**src/rtl/irrigation_pkg.sv**
```systemverilog
// Shared definitions for the irrigation countdown timer: FSM encoding,
// BCD digit type, digit limits and the preset saturation helper.
package irrigation_pkg;

    typedef enum logic [1:0] {
        ST_IDLE  = 2'd0,
        ST_RUN   = 2'd1,
        ST_PAUSE = 2'd2,
        ST_DONE  = 2'd3
    } state_e;

    typedef logic [3:0] bcd_t;

    localparam bcd_t SEC_TENS_MAX = 4'd5;
    localparam bcd_t UNITS_MAX    = 4'd9;

    // Clamp a preset digit to the largest value its position may hold.
    function automatic bcd_t sat_digit(input bcd_t value, input bcd_t max_value);
        bcd_t result;
        if (value > max_value) begin
            result = max_value;
        end else begin
            result = value;
        end
        return result;
    endfunction

endpackage

```
**src/rtl/irrigation_countdown_digit.sv**
```systemverilog
// One BCD down-counting digit. Wraps 0 -> MAX when decremented and flags a
// borrow to the next-higher digit in that same cycle.
module bcd_down_digit
    import irrigation_pkg::*;
#(
    parameter int MAX = 9
) (
    input  logic clk,
    input  logic clear_n,
    input  logic load,
    input  bcd_t load_val,
    input  logic dec_en,
    input  logic zero,
    output bcd_t digit,
    output logic borrow_out
);

    localparam bcd_t WRAP_VAL = 4'(MAX);

    bcd_t digit_q;
    bcd_t digit_d;

    // Next digit value: zero beats load beats decrement.
    always_comb begin
        digit_d = digit_q;
        if (zero) begin
            digit_d = 4'd0;
        end else if (load) begin
            digit_d = load_val;
        end else if (dec_en) begin
            if (digit_q == 4'd0) begin
                digit_d = WRAP_VAL;
            end else begin
                digit_d = digit_q - 4'd1;
            end
        end else begin
            digit_d = digit_q;
        end
    end

    // Digit register, cleared asynchronously.
    always_ff @(posedge clk or negedge clear_n) begin
        if (!clear_n) begin
            digit_q <= 4'd0;
        end else begin
            digit_q <= digit_d;
        end
    end

    assign digit      = digit_q;
    assign borrow_out = dec_en & (digit_q == 4'd0);

endmodule

```
**src/rtl/irrigation_countdown.sv**
```systemverilog
// mm:ss countdown timer for one watering cycle. Holds the control FSM,
// preset saturation, zero/one detect and the four-digit borrow chain.
module irrigation_countdown
    import irrigation_pkg::*;
#(
    parameter int MIN_TENS_MAX = 5
) (
    input  logic        clk,
    input  logic        clear_n,
    input  logic        tick,
    input  logic        load,
    input  logic [15:0] preset,
    input  logic        start,
    input  logic        stop,
    input  logic        abort,
    output logic [15:0] digits,
    output logic        valve,
    output logic        running,
    output logic        done,
    output logic        done_pulse
);

    localparam bcd_t MIN_TENS_LIM = 4'(MIN_TENS_MAX);

    state_e state_q;
    state_e state_d;
    logic   done_pulse_q;
    logic   done_pulse_d;

    logic   zero_s;
    logic   load_s;
    logic   run_tick_s;
    logic   count_zero_s;
    logic   count_one_s;
    bcd_t   preset_sat_s [4];
    bcd_t   digit_s      [4];
    logic   borrow_s     [4];
    logic   dec_en_s     [4];

    assign count_zero_s = (digits == 16'h0000);
    assign count_one_s  = (digits == 16'h0001);

    // Saturate each preset digit to the largest value legal for its position.
    always_comb begin
        preset_sat_s[0] = sat_digit(preset[3:0],   UNITS_MAX);
        preset_sat_s[1] = sat_digit(preset[7:4],   SEC_TENS_MAX);
        preset_sat_s[2] = sat_digit(preset[11:8],  UNITS_MAX);
        preset_sat_s[3] = sat_digit(preset[15:12], MIN_TENS_LIM);
    end

    // Command decode and next state: abort > load > stop > start > tick.
    always_comb begin
        state_d      = state_q;
        zero_s       = 1'b0;
        load_s       = 1'b0;
        run_tick_s   = 1'b0;
        done_pulse_d = 1'b0;
        if (abort) begin
            zero_s  = 1'b1;
            state_d = ST_IDLE;
        end else if (load && ((state_q == ST_IDLE) || (state_q == ST_DONE))) begin
            load_s  = 1'b1;
            state_d = ST_IDLE;
        end else begin
            case (state_q)
                ST_IDLE: begin
                    if (start && !stop && !count_zero_s) begin
                        state_d = ST_RUN;
                    end else begin
                        state_d = ST_IDLE;
                    end
                end
                ST_RUN: begin
                    if (stop) begin
                        state_d = ST_PAUSE;
                    end else if (tick) begin
                        run_tick_s = 1'b1;
                        if (count_one_s) begin
                            state_d      = ST_DONE;
                            done_pulse_d = 1'b1;
                        end else begin
                            state_d = ST_RUN;
                        end
                    end else begin
                        state_d = ST_RUN;
                    end
                end
                ST_PAUSE: begin
                    if (start && !stop) begin
                        state_d = ST_RUN;
                    end else begin
                        state_d = ST_PAUSE;
                    end
                end
                ST_DONE: begin
                    state_d = ST_DONE;
                end
                default: begin
                    state_d = ST_IDLE;
                end
            endcase
        end
    end

    // Borrow chain: each digit decrements only when all lower digits borrow.
    always_comb begin
        dec_en_s[0] = run_tick_s;
        dec_en_s[1] = borrow_s[0];
        dec_en_s[2] = borrow_s[1];
        dec_en_s[3] = borrow_s[2];
    end

    // FSM state and done pulse registers.
    always_ff @(posedge clk or negedge clear_n) begin
        if (!clear_n) begin
            state_q      <= ST_IDLE;
            done_pulse_q <= 1'b0;
        end else begin
            state_q      <= state_d;
            done_pulse_q <= done_pulse_d;
        end
    end

    bcd_down_digit #(.MAX(9)) u_sec_units (
        .clk(clk), .clear_n(clear_n), .load(load_s), .load_val(preset_sat_s[0]),
        .dec_en(dec_en_s[0]), .zero(zero_s), .digit(digit_s[0]), .borrow_out(borrow_s[0])
    );

    bcd_down_digit #(.MAX(5)) u_sec_tens (
        .clk(clk), .clear_n(clear_n), .load(load_s), .load_val(preset_sat_s[1]),
        .dec_en(dec_en_s[1]), .zero(zero_s), .digit(digit_s[1]), .borrow_out(borrow_s[1])
    );

    bcd_down_digit #(.MAX(9)) u_min_units (
        .clk(clk), .clear_n(clear_n), .load(load_s), .load_val(preset_sat_s[2]),
        .dec_en(dec_en_s[2]), .zero(zero_s), .digit(digit_s[2]), .borrow_out(borrow_s[2])
    );

    // The minute-tens digit never wraps in practice: the count stops at 0000.
    bcd_down_digit #(.MAX(MIN_TENS_MAX)) u_min_tens (
        .clk(clk), .clear_n(clear_n), .load(load_s), .load_val(preset_sat_s[3]),
        .dec_en(dec_en_s[3]), .zero(zero_s), .digit(digit_s[3]), .borrow_out(borrow_s[3])
    );

    assign digits     = {digit_s[3], digit_s[2], digit_s[1], digit_s[0]};
    assign valve      = (state_q == ST_RUN);
    assign running    = (state_q == ST_RUN) || (state_q == ST_PAUSE);
    assign done       = (state_q == ST_DONE);
    assign done_pulse = done_pulse_q;

endmodule

```
**config.mk**
```make
export PLATFORM = sky130hd
export DESIGN_NAME = irrigation_countdown
export DESIGN_NICKNAME = d
export VERILOG_FILES = /design/src/rtl/irrigation_pkg.sv /design/src/rtl/irrigation_countdown_digit.sv /design/src/rtl/irrigation_countdown.sv
export SDC_FILE = /design/constraint.sdc
export NUM_CORES = 1
export LEC_CHECK = 0
export BUFFER_PORTS_ARGS = -buffer_cell sky130_fd_sc_hd__buf_2
export CORE_MARGIN = 4
export CORE_UTILIZATION = 30
export CTS_BUF_LIST = sky130_fd_sc_hd__clkbuf_8
export DETAILED_ROUTE_END_ITERATION = 6
export REMOVE_ABC_BUFFERS = 1
export SLEW_MARGIN = 15
export SYNTH_ARGS = -nofsm -noshare
export SYNTH_HDL_FRONTEND = slang
export SYNTH_SLANG_ARGS = --single-unit
```
**constraint.sdc**
```tcl
create_clock -name clk -period 2.3 [get_ports clk]
set_clock_uncertainty 0.05 [all_clocks]
set_input_delay 0.46 -clock clk [delete_from_list [all_inputs] [get_ports clk]]
set_output_delay 0.46 -clock clk [all_outputs]
set_load 0.02 [all_outputs]
```
==> results.md, run 1 <==
- IO Port Bufs: 42
- Antenna violations before repair: 0
- Number of hold-slack violations in the final timing report: 0
- Fin crit period: 2.03 ns
- Type of element capturing the critical path: flop
- RePlAce Congestion: 0.845
- GR Util met1: 18.9%
- Combinational family with the most area after synthesis: simple AND/OR/NAND/NOR gates
- Root cell of the clock tree: sky130_fd_sc_hd__clkbuf_8
- Path class of the lowest-slack min-delay path: input pin to asynchronous set/reset pin
- Count of vias placed by the detailed router: 1329
- Max frequency: 492 MHz
- Unrepaired setup endpoints after global routing: false
- Syn Area/Cell: 8.80 µm²
- Number of global-route vias before repair: 1237
- DRC errors left: 0
- Crit path cell chain: inv_1 > ha_1 > nor3b_2 > buf_4 > nand4_4 > or4_1 > a21oi_1
- Cell at the slowest stage of the critical path: sky130_fd_sc_hd__or4_1
- Req. time, crit path: 2.44 ns
- GR Util met2: 20.3%
- Post-synthesis instance area: around 1400 µm²
- Post-CTS setup buffers: 0
- Initial core utilization: 31.3%
- Full die area: roughly 5800 µm²
- Final period utilization: 88.4%
- Setup slack of the worst register-to-register path: 0.27 ns
- Horizontal extent of the die: roughly 76 µm
- TritonRoute pass-1 iters: 4
- Register area share after synthesis: 34.4%
- # hold bufs at CTS: 0
- Final-report setup violation count: 0
- Number of placed I/O pins: 43
- Parity-gate share of the synthesized area counting xor and xnor cells: 0.634%
- Most frequent standard cell in the layout excluding fill and tap cells: sky130_fd_sc_hd__buf_2
- Max-cap violation count: 0
- Drt wl/cell: 14.1 µm
- Actual slew at the worst max-slew pin: ~0.45 ns
- Tot GR Track Use: 13.2%
- Simple-gate portion of the synthesized area: 27.0%
- Total Negative Setup Slacks: 0 ns
- Max Buffers Root-to-Sink: 2
- Met3 Usage GRT: 1.98%
- Data arrival time of the critical path: about 2.2 ns
- Number of unique standard cell types used by synthesis: 46
- Kind of critical path: flop to flop
- Fraction of the mapped netlist area in adder cells: 8.15%
- Grt total ovfl: 0
- Power density over the cells: just under 500 nW/µm²
- Buffers & Inverters on Critical Path: 2
- Startpoint of the worst register-to-register path: u_min_units.digit[0]$_DFFE_PN0P_
- Internal power consumption: between 0.5 and 0.6 mW
- Leading cell types by total area after synthesis: sky130_fd_sc_hd__dfrtp_1 34%, sky130_fd_sc_hd__ha_1 8.2%, sky130_fd_sc_hd__a21oi_1 4.3%, sky130_fd_sc_hd__nor2_1 4.3%, sky130_fd_sc_hd__o21ai_0 4.0%
- Post-synthesis mux area share: 2.36%
- Top library cells by usage in the layout, fill and taps aside: 42 x sky130_fd_sc_hd__buf_2, 19 x sky130_fd_sc_hd__dfrtp_1, 16 x sky130_fd_sc_hd__nor2_1, 15 x sky130_fd_sc_hd__inv_1, 12 x sky130_fd_sc_hd__a21oi_1
- Instance count after placement with tap cells included: 252
- Core box area: ~4400 µm²
- Floorplan die height: 75.9 µm
- Remaining max-slew budget at the tightest pin: 69.8%
- Largest fanout on the critical path: 7
- Worst setup SP type: flop
- Share of the synthesized area in the top cell type: 34.4%
- Drt total wl: 3610 µm
- Wire length of the first global-routing pass: 5840 µm
- Cell type group with the largest total delay on the critical path: simple AND/OR/NAND/NOR gates
- CTS tree: built
- Vias per std cell: between 5 and 6
- Seq pwr share: between 40% and 50%
- CTS clock-pin slew for the worst setup and hold paths: 0.08 ns
- Total design power: 0.857 mW
- 1st-iter DRT viols: 38
- Part of the power in combinational logic: 28.3%
- Syn-to-layout area delta: 25.3%
- Clock latency on the worst-skew pair: 0.26 ns
- Ys Warns: 0
- Leakage: approximately 0.81 nW
- Cells resized by post-CTS repair: 0
- Gate count after technology mapping: around 160
- Share of the synthesized area in compound gates (AO/OA/AOI/OAI): 21.9%
- Fraction of layout instances using a drive strength above 1: 30.9%
- Placement Rows: 24
- Power share of the clock group: 27.5%
- Largest voltage drop on the vdd net: 0.227 mV
- Most area-hungry cell type in the Yosys netlist: sky130_fd_sc_hd__dfrtp_1
- Diode insertion count for antenna repair: 0
- Outcome: finished, final reports clean
- Pin count of the biggest net entering global routing: 20
- Routed Antenna Nets: 0
- Depth of the CTS H-tree: 1
- Number of pins with negative max-slew slack in the final report: 0
- Final instance count without filler cells: 256
- Seq cells post-synth: 19
- Worst setup path startpoint: u_min_units.digit[0]$_DFFE_PN0P_
- Switching Share: ~33%
- Net total in the final layout: 237
- Busiest grt layer: met2
- Crit path largest cell delay: 0.50 ns
- Number of clock sinks seen by CTS: 19
- Switching Power: 0.281 mW
- Fin util: 39.2%
- Post-detail-place hpwl: 2860 µm
- Clock buffer count from CTS: 3
## worst reg2reg max path: stages (launching register included)
cell	delay [ns]
sky130_fd_sc_hd__dfrtp_1	0.41
sky130_fd_sc_hd__inv_1	0.09
sky130_fd_sc_hd__ha_1	0.18
sky130_fd_sc_hd__nor3b_2	0.29
sky130_fd_sc_hd__buf_4	0.18
sky130_fd_sc_hd__nand4_4	0.13
sky130_fd_sc_hd__or4_1	0.50
sky130_fd_sc_hd__a21oi_1	0.15
## logic make-up after synthesis
family	count (synthesis)
simple gates	60
xor+xnor	1
mux	3
flops	19
fa+ha+maj	9
compound gates	45
buf+inv	20
## cell usage after synthesis, drive strengths merged
| library cell | number |
|---|---|
| nand3b | 3 |
| nor3b | 5 |
| nor3 | 9 |
| ha | 9 |
| a211o | 1 |
| a2111oi | 3 |
| o221ai | 1 |
| a31oi | 1 |
| o31a | 1 |
| nand2b | 3 |
| a21boi | 2 |
| nor2 | 16 |
| a21o | 1 |
| dfrtp | 19 |
| and3 | 1 |
| or3 | 5 |
| a211oi | 2 |
| a32oi | 1 |
| a41oi | 1 |
| mux2i | 1 |
| mux2 | 2 |
| and4b | 1 |
| clkbuf | 5 |
| o21ba | 1 |
| inv | 14 |
| buf | 1 |
| o31ai | 1 |
| nand3 | 3 |
| nand2 | 6 |
| or4 | 1 |
| nand4 | 1 |
| and4 | 1 |
| o41ai | 1 |
| a21oi | 12 |
| a221oi | 1 |
| and3b | 1 |
| xor2 | 1 |
| nor4b | 1 |
| nor2b | 3 |
| o21ai | 12 |
| a311oi | 3 |
## power groups by stage
stage | logic [mW] | clock network (mW) | registers [mW]
final | 0.243 | 0.235 | 0.379
after global routing | 0.271 | 0.260 | 0.382
after CTS | 0.247 | 0.243 | 0.379
after detailed placement | 0.246 | 0 | 0.386
after global placement | 0.242 | 0 | 0.385
after floorplan | 0.120 | 0 | 0.406
## worst paths after layout
path | endpoint | cells after the start
max in group asynchronous | u_min_units.digit[3]$_DFFE_PN0P_ | 1
hold / removal | u_sec_tens.digit[1]$_DFFE_PN0P_ | 1
hold reg to reg | u_min_units.digit[1]$_DFFE_PN0P_ | 2
setup reg to reg | u_min_tens.digit[3]$_DFFE_PN0P_ | 7
setup / recovery | u_min_tens.digit[3]$_DFFE_PN0P_ | 7
min in group clk | u_sec_units.digit[3]$_DFFE_PN0P_ | 3
## metal layers
layer  vias to the layer above  part of all wire [%]
li1                        670                     -
met1                       627                    48
met2                        28                    46
met3                         4                   5.4
met4                         0                   1.1
met5                         -                     0
## metrics by stage
step           hold WS (ns)  setup WS (ns)  area (µm²)
6_report             0.0862          0.268        1730
5_1_grt               0.134          0.128        1730
4_1_cts               0.108          0.252        1730
3_5_place_dp          0.394          0.272        1690
3_3_place_gp          0.394          0.319        1690
2_1_floorplan         0.114          0.166        1360
## sequential cells by signal, indices dropped and copies added, names as in the netlist
name	count
u_min_units.digit	4
done_pulse	1
u_min_tens.digit	4
state_q	2
u_sec_units.digit	4
u_sec_tens.digit	4
## layout make-up
cell class / count / area, µm²
clock buffers: 3 / 41.3
clock inverters: 1 / 3.75
fillers: 469 / 2680
inverters: 14 / 52.6
multi-input cells: 118 / 830
flip-flops and latches: 19 / 475
well taps: 52 / 65.1
repair buffers: 49 / 263
Power figures use the tool's default switching activity.
==> run 2, diff against run 1 <==
--- a/config.mk
+++ b/config.mk
@@ -5,6 +5,7 @@
 export SDC_FILE = /design/constraint.sdc
 export NUM_CORES = 1
 export LEC_CHECK = 0
+export ABC_AREA = 1
 export BUFFER_PORTS_ARGS = -buffer_cell sky130_fd_sc_hd__buf_2
 export CORE_MARGIN = 4
 export CORE_UTILIZATION = 30
==> run 2 against run 1 <==
Against the previous run:
- via count rose by 5.3%
- power rose by 18%
- synthesized cell count rose by 23%
- utilization fell by 0.33 points
- area after synthesis rose by 2.7%
- maximum frequency rose by 17%
- largest power group unchanged
==> results.md, run 2 <==
- Post-CTS setup buffers: 0 (unchanged)
- Placement Rows: 24 (unchanged)
- Largest voltage drop on the vdd net: 0.463 mV (+100%)
- Cells resized by post-CTS repair: 0 (unchanged)
- Share of the synthesized area in the top cell type: 33.5% (-0.91 points)
- DRC errors left: 0 (unchanged)
- Final-report setup violation count: 0 (unchanged)
- Number of pins with negative max-slew slack in the final report: 0 (unchanged)
- Gate count after technology mapping: 193 (+23%)
- Post-synthesis instance area: 1420 µm² (+2.7%)
- Drt total wl: 3580 µm (-0.61%)
- GR Util met1: 16.4% (-2.5 points)
- Type of element capturing the critical path: output port
- Net total in the final layout: 272 (+15%)
- Full die area: 5890 µm² (+2.4%)
- Clock latency on the worst-skew pair: 0.26 ns (about the same)
- Antenna violations before repair: 0 (unchanged)
- # hold bufs at CTS: 0 (unchanged)
- Total Negative Setup Slacks: 0 ns (unchanged)
- Number of placed I/O pins: 43 (unchanged)
- Leakage: 0.933 nW (+15%)
- IO Port Bufs: 42 (unchanged)
- Clock buffer count from CTS: 3 (unchanged)
- Non-Filler Cell Area, Final: 1740 µm² (+0.51%)
- Final period utilization: 75.4% (-13 points)
- Largest fanout on the critical path: 4 (-3)
- Top library cells by usage in the layout, fill and taps aside: 42 x sky130_fd_sc_hd__buf_2, 39 x sky130_fd_sc_hd__nand2_1, 26 x sky130_fd_sc_hd__inv_1, 22 x sky130_fd_sc_hd__nor2_1
- Unrepaired setup endpoints after global routing: false
- Initial core utilization: 31.7% (+0.42 points)
- Post-synth EDFFs: 0 (unchanged)
- Remaining max-slew budget at the tightest pin: 70.3% (+0.53 points)
- Max-cap violation count: 0 (unchanged)
- Busiest grt layer: met2
- Routed Antenna Nets: 0 (unchanged)
- TritonRoute pass-1 iters: 4 (unchanged)
- Switching Power: 0.389 mW (+39%)
- Actual slew at the worst max-slew pin: 0.445 ns (-0.00792 ns)
- Part of the power in combinational logic: 36.6% (+8.3 points)
- Tot GR Track Use: 12.8% (-0.34 points)
- Syn-to-layout area delta: 22.6%
- Async SR Flop Fraction: 100% (unchanged)
- Grt total ovfl: 0 (unchanged)
- Total design power: 1.01 mW (+18%)
- Path class of the lowest-slack min-delay path: input pin to asynchronous set/reset pin
- GR Util met2: 22.0% (+1.6 points)
- Outcome: finished, final reports clean
- Most area-hungry cell type in the Yosys netlist: sky130_fd_sc_hd__dfrtp_1
- Max Buffers Root-to-Sink: 2 (unchanged)
- Data arrival time of the critical path: 1.22 ns (-0.95 ns)
- Register area share after synthesis: 33.5% (-0.91 points)
- CTS tree: built
- Leading cell types by count after synthesis: 39 x sky130_fd_sc_hd__nand2_1, 25 x sky130_fd_sc_hd__inv_1, 22 x sky130_fd_sc_hd__nor2_1
- Count of vias placed by the detailed router: 1399 (+5.3%)
- Drt wl/cell: 12.3 µm (-13%)
- Pin count of the biggest net entering global routing: 20 (unchanged)
- Depth of the CTS H-tree: 1 (unchanged)
- Power share of the clock group: 23.3% (-4.2 points)
- Root cell of the clock tree: sky130_fd_sc_hd__clkbuf_8
- Number of global-route vias before repair: 1397 (+13%)
- Vias per std cell: 4.81 (-7.4%)
- Number of clock sinks seen by CTS: 19 (unchanged)
- Number of unique standard cell types used by synthesis: 28 (-39%)
- Most used flip-flop cell after synthesis: sky130_fd_sc_hd__dfrtp_1
- Switching Share: 38.6% (+5.8 points)
- Area post-placement: 1690 µm² (+0.52%)
- Syn Area/Cell: 7.35 µm² (-16%)
- Hold slack final: 0.0867 ns (+0.000462 ns)
- Max frequency: 576 MHz (+17%)
- Leading cell types by total area after synthesis: sky130_fd_sc_hd__dfrtp_1 34%, sky130_fd_sc_hd__nand2_1 10%, sky130_fd_sc_hd__ha_1 7.9%, sky130_fd_sc_hd__nand3_1 6.7%, sky130_fd_sc_hd__inv_1 6.6%
- Seq cells post-synth: 19 (unchanged)
- Most frequent standard cell in the layout excluding fill and tap cells: sky130_fd_sc_hd__buf_2
- 1st-iter DRT viols: 48 (+26%)
- Req. time, crit path: 1.79 ns (-0.65 ns)
- Fraction of layout instances using a drive strength above 1: 27.6% (-3.3 points)
- Diode insertion count for antenna repair: 0 (unchanged)
- Seq pwr share: 40.1% (-4.1 points)
- Ys Warns: 0 (unchanged)
- Floorplan die height: 76.8 µm (+1.2%)
- Number of hold-slack violations in the final timing report: 0 (unchanged)
- Worst setup SP type: flop
- Internal power consumption: 0.620 mW (+7.5%)
- Met3 Usage GRT: 3.75% (+1.8 points)
- Fin crit period: 1.73 ns (-0.298 ns)
- Wire length of the first global-routing pass: 6300 µm (+7.9%)
- Horizontal extent of the die: 76.8 µm (+1.2%)
- Power density over the cells: 580 nW/µm² (+17%)
- RePlAce Congestion: 0.838 (-0.88%)
- CTS clock-pin slew for the worst setup and hold paths: 0.07 ns (about the same)
- Core box area: 4470 µm² (+1.4%)
- Most instantiated library cell after synthesis: sky130_fd_sc_hd__nand2_1
- Post-detail-place hpwl: 2950 µm (+3.4%)
- Kind of critical path: flop to output port
## run 2: layer usage
| metal | routed length (µm) | vias up |
|---|---|---|
| met1 | 1680 | 629 |
| met5 | 0 | - |
| li1 | - | 727 |
| met2 | 1640 | 41 |
| met3 | 249 | 2 |
| met4 | 16 | 0 |
## run 2: power groups by stage
stage | sequential, mW | clock (mW) | combinational [mW]
2_1_floorplan | 0.449 | 0 | 0.218
3_3_place_gp | 0.413 | 0 | 0.372
3_5_place_dp | 0.411 | 0 | 0.373
4_1_cts | 0.405 | 0.245 | 0.374
5_1_grt | 0.412 | 0.257 | 0.420
6_report | 0.405 | 0.235 | 0.369
## run 2: logic make-up after synthesis
kind of cell | synth area share, %
simple gates | 35.4
compound gates | 13.6
buf+inv | 8.29
flops | 33.5
fa+ha+maj | 7.94
xor+xnor | 1.23
## run 2: layout make-up
class	count	area, µm²
fillers	469	2740
multi-input cells	144	826
flip-flops and latches	19	475
repair buffers	42	210
inverters	30	118
well taps	52	65.1
clock buffers	3	41.3
clock inverters	1	3.75
## run 2: critical path, stage by stage, from the launching register on
cell	delay, ns
sky130_fd_sc_hd__dfrtp_1	0.41
sky130_fd_sc_hd__inv_1	0.10
sky130_fd_sc_hd__ha_1	0.26
sky130_fd_sc_hd__buf_2	0.20
## run 2: stage by stage
| stage | instances | setup slack, ns | util [%] |
|---|---|---|---|
| floorplan | 193 | 0.644 | - |
| global placement | 287 | 0.632 | 37.9 |
| detailed placement | 287 | 0.571 | 37.9 |
| CTS | 291 | 0.555 | 38.9 |
| global route | 291 | 0.379 | 38.9 |
| finish | 291 | 0.565 | 38.9 |
## run 2: path summary, 6_finish.rpt
check | startpoint | to | slack [ns] | depth (start not counted)
worst max-delay path | state_q[1]$_DFF_PN0_ | valve | 0.57 | 3
worst min-delay path | clear_n | u_min_tens.digit[3]$_DFFE_PN0P_ | 0.09 | 1
worst max register to register | state_q[1]$_DFF_PN0_ | u_sec_tens.digit[1]$_DFFE_PN0P_ | 0.59 | 11
worst min register to register | u_min_tens.digit[1]$_DFFE_PN0P_ | u_min_tens.digit[1]$_DFFE_PN0P_ | 0.48 | 2
max in group asynchronous | clear_n | done_pulse$_DFF_PN0_ | 1.80 | 1
min in group clk | preset[2] | u_sec_units.digit[2]$_DFFE_PN0P_ | 0.44 | 3
==> run 3, diff against run 2 <==
--- a/config.mk
+++ b/config.mk
@@ -5,7 +5,7 @@
 export SDC_FILE = /design/constraint.sdc
 export NUM_CORES = 1
 export LEC_CHECK = 0
-export ABC_AREA = 1
+export ABC_AREA = 0
 export BUFFER_PORTS_ARGS = -buffer_cell sky130_fd_sc_hd__buf_2
 export CORE_MARGIN = 4
 export CORE_UTILIZATION = 30
==> constraint.sdc (replaced) <==
create_clock -name clk -period 1.7 [get_ports clk]
set_clock_uncertainty 0.05 [all_clocks]
set_input_delay 0.34 -clock clk [delete_from_list [all_inputs] [get_ports clk]]
set_output_delay 0.34 -clock clk [all_outputs]
set_load 0.02 [all_outputs]
==> run 3 against run 2 <==
Against the previous run:
- the flow now finishes with violations (setup timing)
- global-route usage increased by 2.2 points
- combinational power increased by 41%
- count of clock-buffer cells in the layout unchanged
- final cell count increased by 6.2%
- hold slack improved by 0.21 ns
- worst setup slack got worse by 0.71 ns
- sequential power increased by 24%
- sequential share of layout area decreased by 6.7 points
- sequential cell count unchanged
- final area increased by 32%
==> results.md, run 3 (synthesis results as in run 1) <==
- Tot GR Track Use: 15.1% (+2.2 points)
- Violated checks: setup timing
- 1st-iter DRT viols: 44 (-8.3%)
- Final instance count without filler cells: 309 (+6.2%)
- Core box area: 4410 µm² (-1.3%)
- Final-report setup violation count: 12 (+12)
- Horizontal extent of the die: 75.9 µm (-1.2%)
- Post-detail-place hpwl: 3180 µm (+7.9%)
- Instance count after placement with tap cells included: 291 (+1.4%)
- Area post-placement: 1980 µm² (+17%)
- Max-cap violation count: 0 (unchanged)
- Grt total ovfl: 0 (unchanged)
- Number of pins with negative max-slew slack in the final report: 0 (unchanged)
- Depth of the CTS H-tree: 1 (unchanged)
- Crit path largest cell delay: 0.49 ns (+0.08 ns)
- IO Port Bufs: 42 (unchanged)
- Seq pwr share: 37.0% (-3.1 points)
- Full die area: 5750 µm² (-2.4%)
- Hold slack final: 0.293 ns (+0.206 ns)
- Part of the power in combinational logic: 38.4% (+1.8 points)
- Worst Slack Setup Final: -0.147 ns (-0.712 ns)
- DRC errors left: 0 (unchanged)
- Clock latency on the worst-skew pair: 0.26 ns (about the same)
- Unrepaired setup endpoints after global routing: true
- Pin count of the biggest net entering global routing: 20 (unchanged)
- Floorplan die height: 75.9 µm (-1.2%)
- Number of placed I/O pins: 43 (unchanged)
- Worst setup SP type: flop
- Antenna violations before repair: 0 (unchanged)
- Non-Filler Cell Area, Final: 2300 µm² (+32%)
- Internal power consumption: 0.906 mW (+46%)
- Cell at the slowest stage of the critical path: sky130_fd_sc_hd__or4_1
- Number of hold-slack violations in the final timing report: 0 (unchanged)
- Placement Rows: 24 (unchanged)
- Total Negative Setup Slacks: -0.963 ns (-0.963 ns)
- Final period utilization: 109%
- Clock buffer count from CTS: 3 (unchanged)
- TritonRoute pass-1 iters: 4 (unchanged)
- Crit path cell chain: inv_1 > ha_2 > and3b_2 > nand4_4 > or4_1 > a21oi_1
- Largest fanout on the critical path: 6 (+2)
- Wire length of the first global-routing pass: 6610 µm (+4.9%)
- Switching Share: 33.0% (-5.6 points)
- Buffers & Inverters on Critical Path: 1 (-1)
- Drt total wl: 4190 µm (+17%)
- Total design power: 1.35 mW (+34%)
- Top library cells by usage in the layout, fill and taps aside: 56 x sky130_fd_sc_hd__buf_4, 41 x sky130_fd_sc_hd__buf_2, 19 x sky130_fd_sc_hd__dfrtp_1, 15 x sky130_fd_sc_hd__nor2_1, 12 x sky130_fd_sc_hd__a21oi_1
- RePlAce Congestion: 0.783 (-6.6%)
- Type of element capturing the critical path: flop
- Syn-to-layout area delta: 66.7%
- Diode insertion count for antenna repair: 0 (unchanged)
- Leakage: 1.10 nW (+18%)
- Most frequent standard cell in the layout excluding fill and tap cells: sky130_fd_sc_hd__buf_4
- Max frequency: ~540 MHz
- Vias per std cell: 4.97 (+3.3%)
- Number of global-route vias before repair: 1506 (+7.8%)
- Actual slew at the worst max-slew pin: 0.474 ns (+0.0289 ns)
- CTS tree: built
- Drt wl/cell: 13.6 µm (+10%)
- Kind of critical path: flop to flop
- Count of vias placed by the detailed router: 1535 (+9.7%)
- Outcome: finished, violations left
- Routed Antenna Nets: 0 (unchanged)
- Fraction of layout instances using a drive strength above 1: 56.4% (+29 points)
- Number of clock sinks seen by CTS: 19 (unchanged)
- Power share of the clock group: 24.6% (+1.3 points)
- Path class of the lowest-slack min-delay path: input pin to flop
- Switching Power: 0.446 mW (+15%)
- Initial core utilization: 31.3% (-0.42 points)
- Req. time, crit path: 1.85 ns (+0.06 ns)
- Largest voltage drop on the vdd net: 0.306 mV (-34%)
- Power density over the cells: 587 nW/µm² (+1.2%)
- Data arrival time of the critical path: 1.99 ns (+0.77 ns)
- Root cell of the clock tree: sky130_fd_sc_hd__clkbuf_8
- Remaining max-slew budget at the tightest pin: 68.4% (-1.9 points)
- Net total in the final layout: 290 (+6.6%)
- CTS clock-pin slew for the worst setup and hold paths: 0.08 ns (about the same)
- Max Buffers Root-to-Sink: 2 (unchanged)
- Fin crit period: 1.85 ns
- Cell type group with the largest total delay on the critical path: simple AND/OR/NAND/NOR gates
==> run 3: path summary, 6_finish.rpt <==
| kind | startpoint | end | slack (ns) | depth (start not counted) |
|---|---|---|---|---|
| worst max-delay path | state_q[1]$_DFF_PN0_ | u_min_tens.digit[3]$_DFFE_PN0P_ | -0.15 | 6 |
| worst min-delay path | preset[3] | u_sec_units.digit[3]$_DFFE_PN0P_ | 0.29 | 3 |
| worst max register to register | state_q[1]$_DFF_PN0_ | u_min_tens.digit[3]$_DFFE_PN0P_ | -0.15 | 6 |
| worst min register to register | u_min_units.digit[0]$_DFFE_PN0P_ | u_min_units.digit[0]$_DFFE_PN0P_ | 0.56 | 3 |
| max in group asynchronous | clear_n | u_sec_tens.digit[3]$_DFFE_PN0P_ | 0.76 | 2 |
| min in group asynchronous | clear_n | u_sec_tens.digit[0]$_DFFE_PN0P_ | 0.51 | 2 |
==> run 3: layout make-up <==
cell class / instances / area [µm²]
clock buffer: 3 / 41.3
tap: 52 / 65.1
clock inverter: 1 / 5.00
timing repair buffer: 102 / 681
multi-input combinational: 118 / 982
sequential: 19 / 475
inverter: 14 / 52.6
fill: 406 / 2110
==> run 3: through the flow <==
| stage | setup slack, ns | util [%] |
|---|---|---|
| floorplan | -0.434 | - |
| global placement | -0.176 | 44.8 |
| detailed placement | -0.207 | 44.8 |
| CTS | -0.137 | 49.5 |
| global route | -0.213 | 52.2 |
| finish | -0.147 | 52.2 |
==> run 3: worst reg2reg max path, stage by stage, from the launching register on <==
cell	delay, ns
sky130_fd_sc_hd__dfrtp_1	0.39
sky130_fd_sc_hd__inv_1	0.08
sky130_fd_sc_hd__ha_2	0.17
sky130_fd_sc_hd__and3b_2	0.28
sky130_fd_sc_hd__nand4_4	0.17
sky130_fd_sc_hd__or4_1	0.50
sky130_fd_sc_hd__a21oi_1	0.15
==> run 3: what timing repair did <==
action | CTS | global route
setup buffers | 7 | 6
hold endpoints to repair | 19 | 0
endpoints found under the setup margin | 16 | 19
pin swaps | 8 | 11
gates resized for setup | 27 | 20
hold buffers | 1 | 0
==> run 3: per-layer routing <==
metal	vias to the layer above	global-route usage [%]	share of wire (%)
met4	0	3.50	0.81
met3	4	2.51	4.6
met1	720	19.5	46
met5	-	0	0
met2	30	26.0	48
li1	781	-	-
==> run 3: power groups by stage <==
stage	logic, mW	clock network [mW]	registers, mW
3_3_place_gp	0.424	0	0.503
2_1_floorplan	0.162	0	0.549
5_1_grt	0.567	0.354	0.504
6_report	0.519	0.332	0.501
3_5_place_dp	0.428	0	0.505
4_1_cts	0.480	0.335	0.500
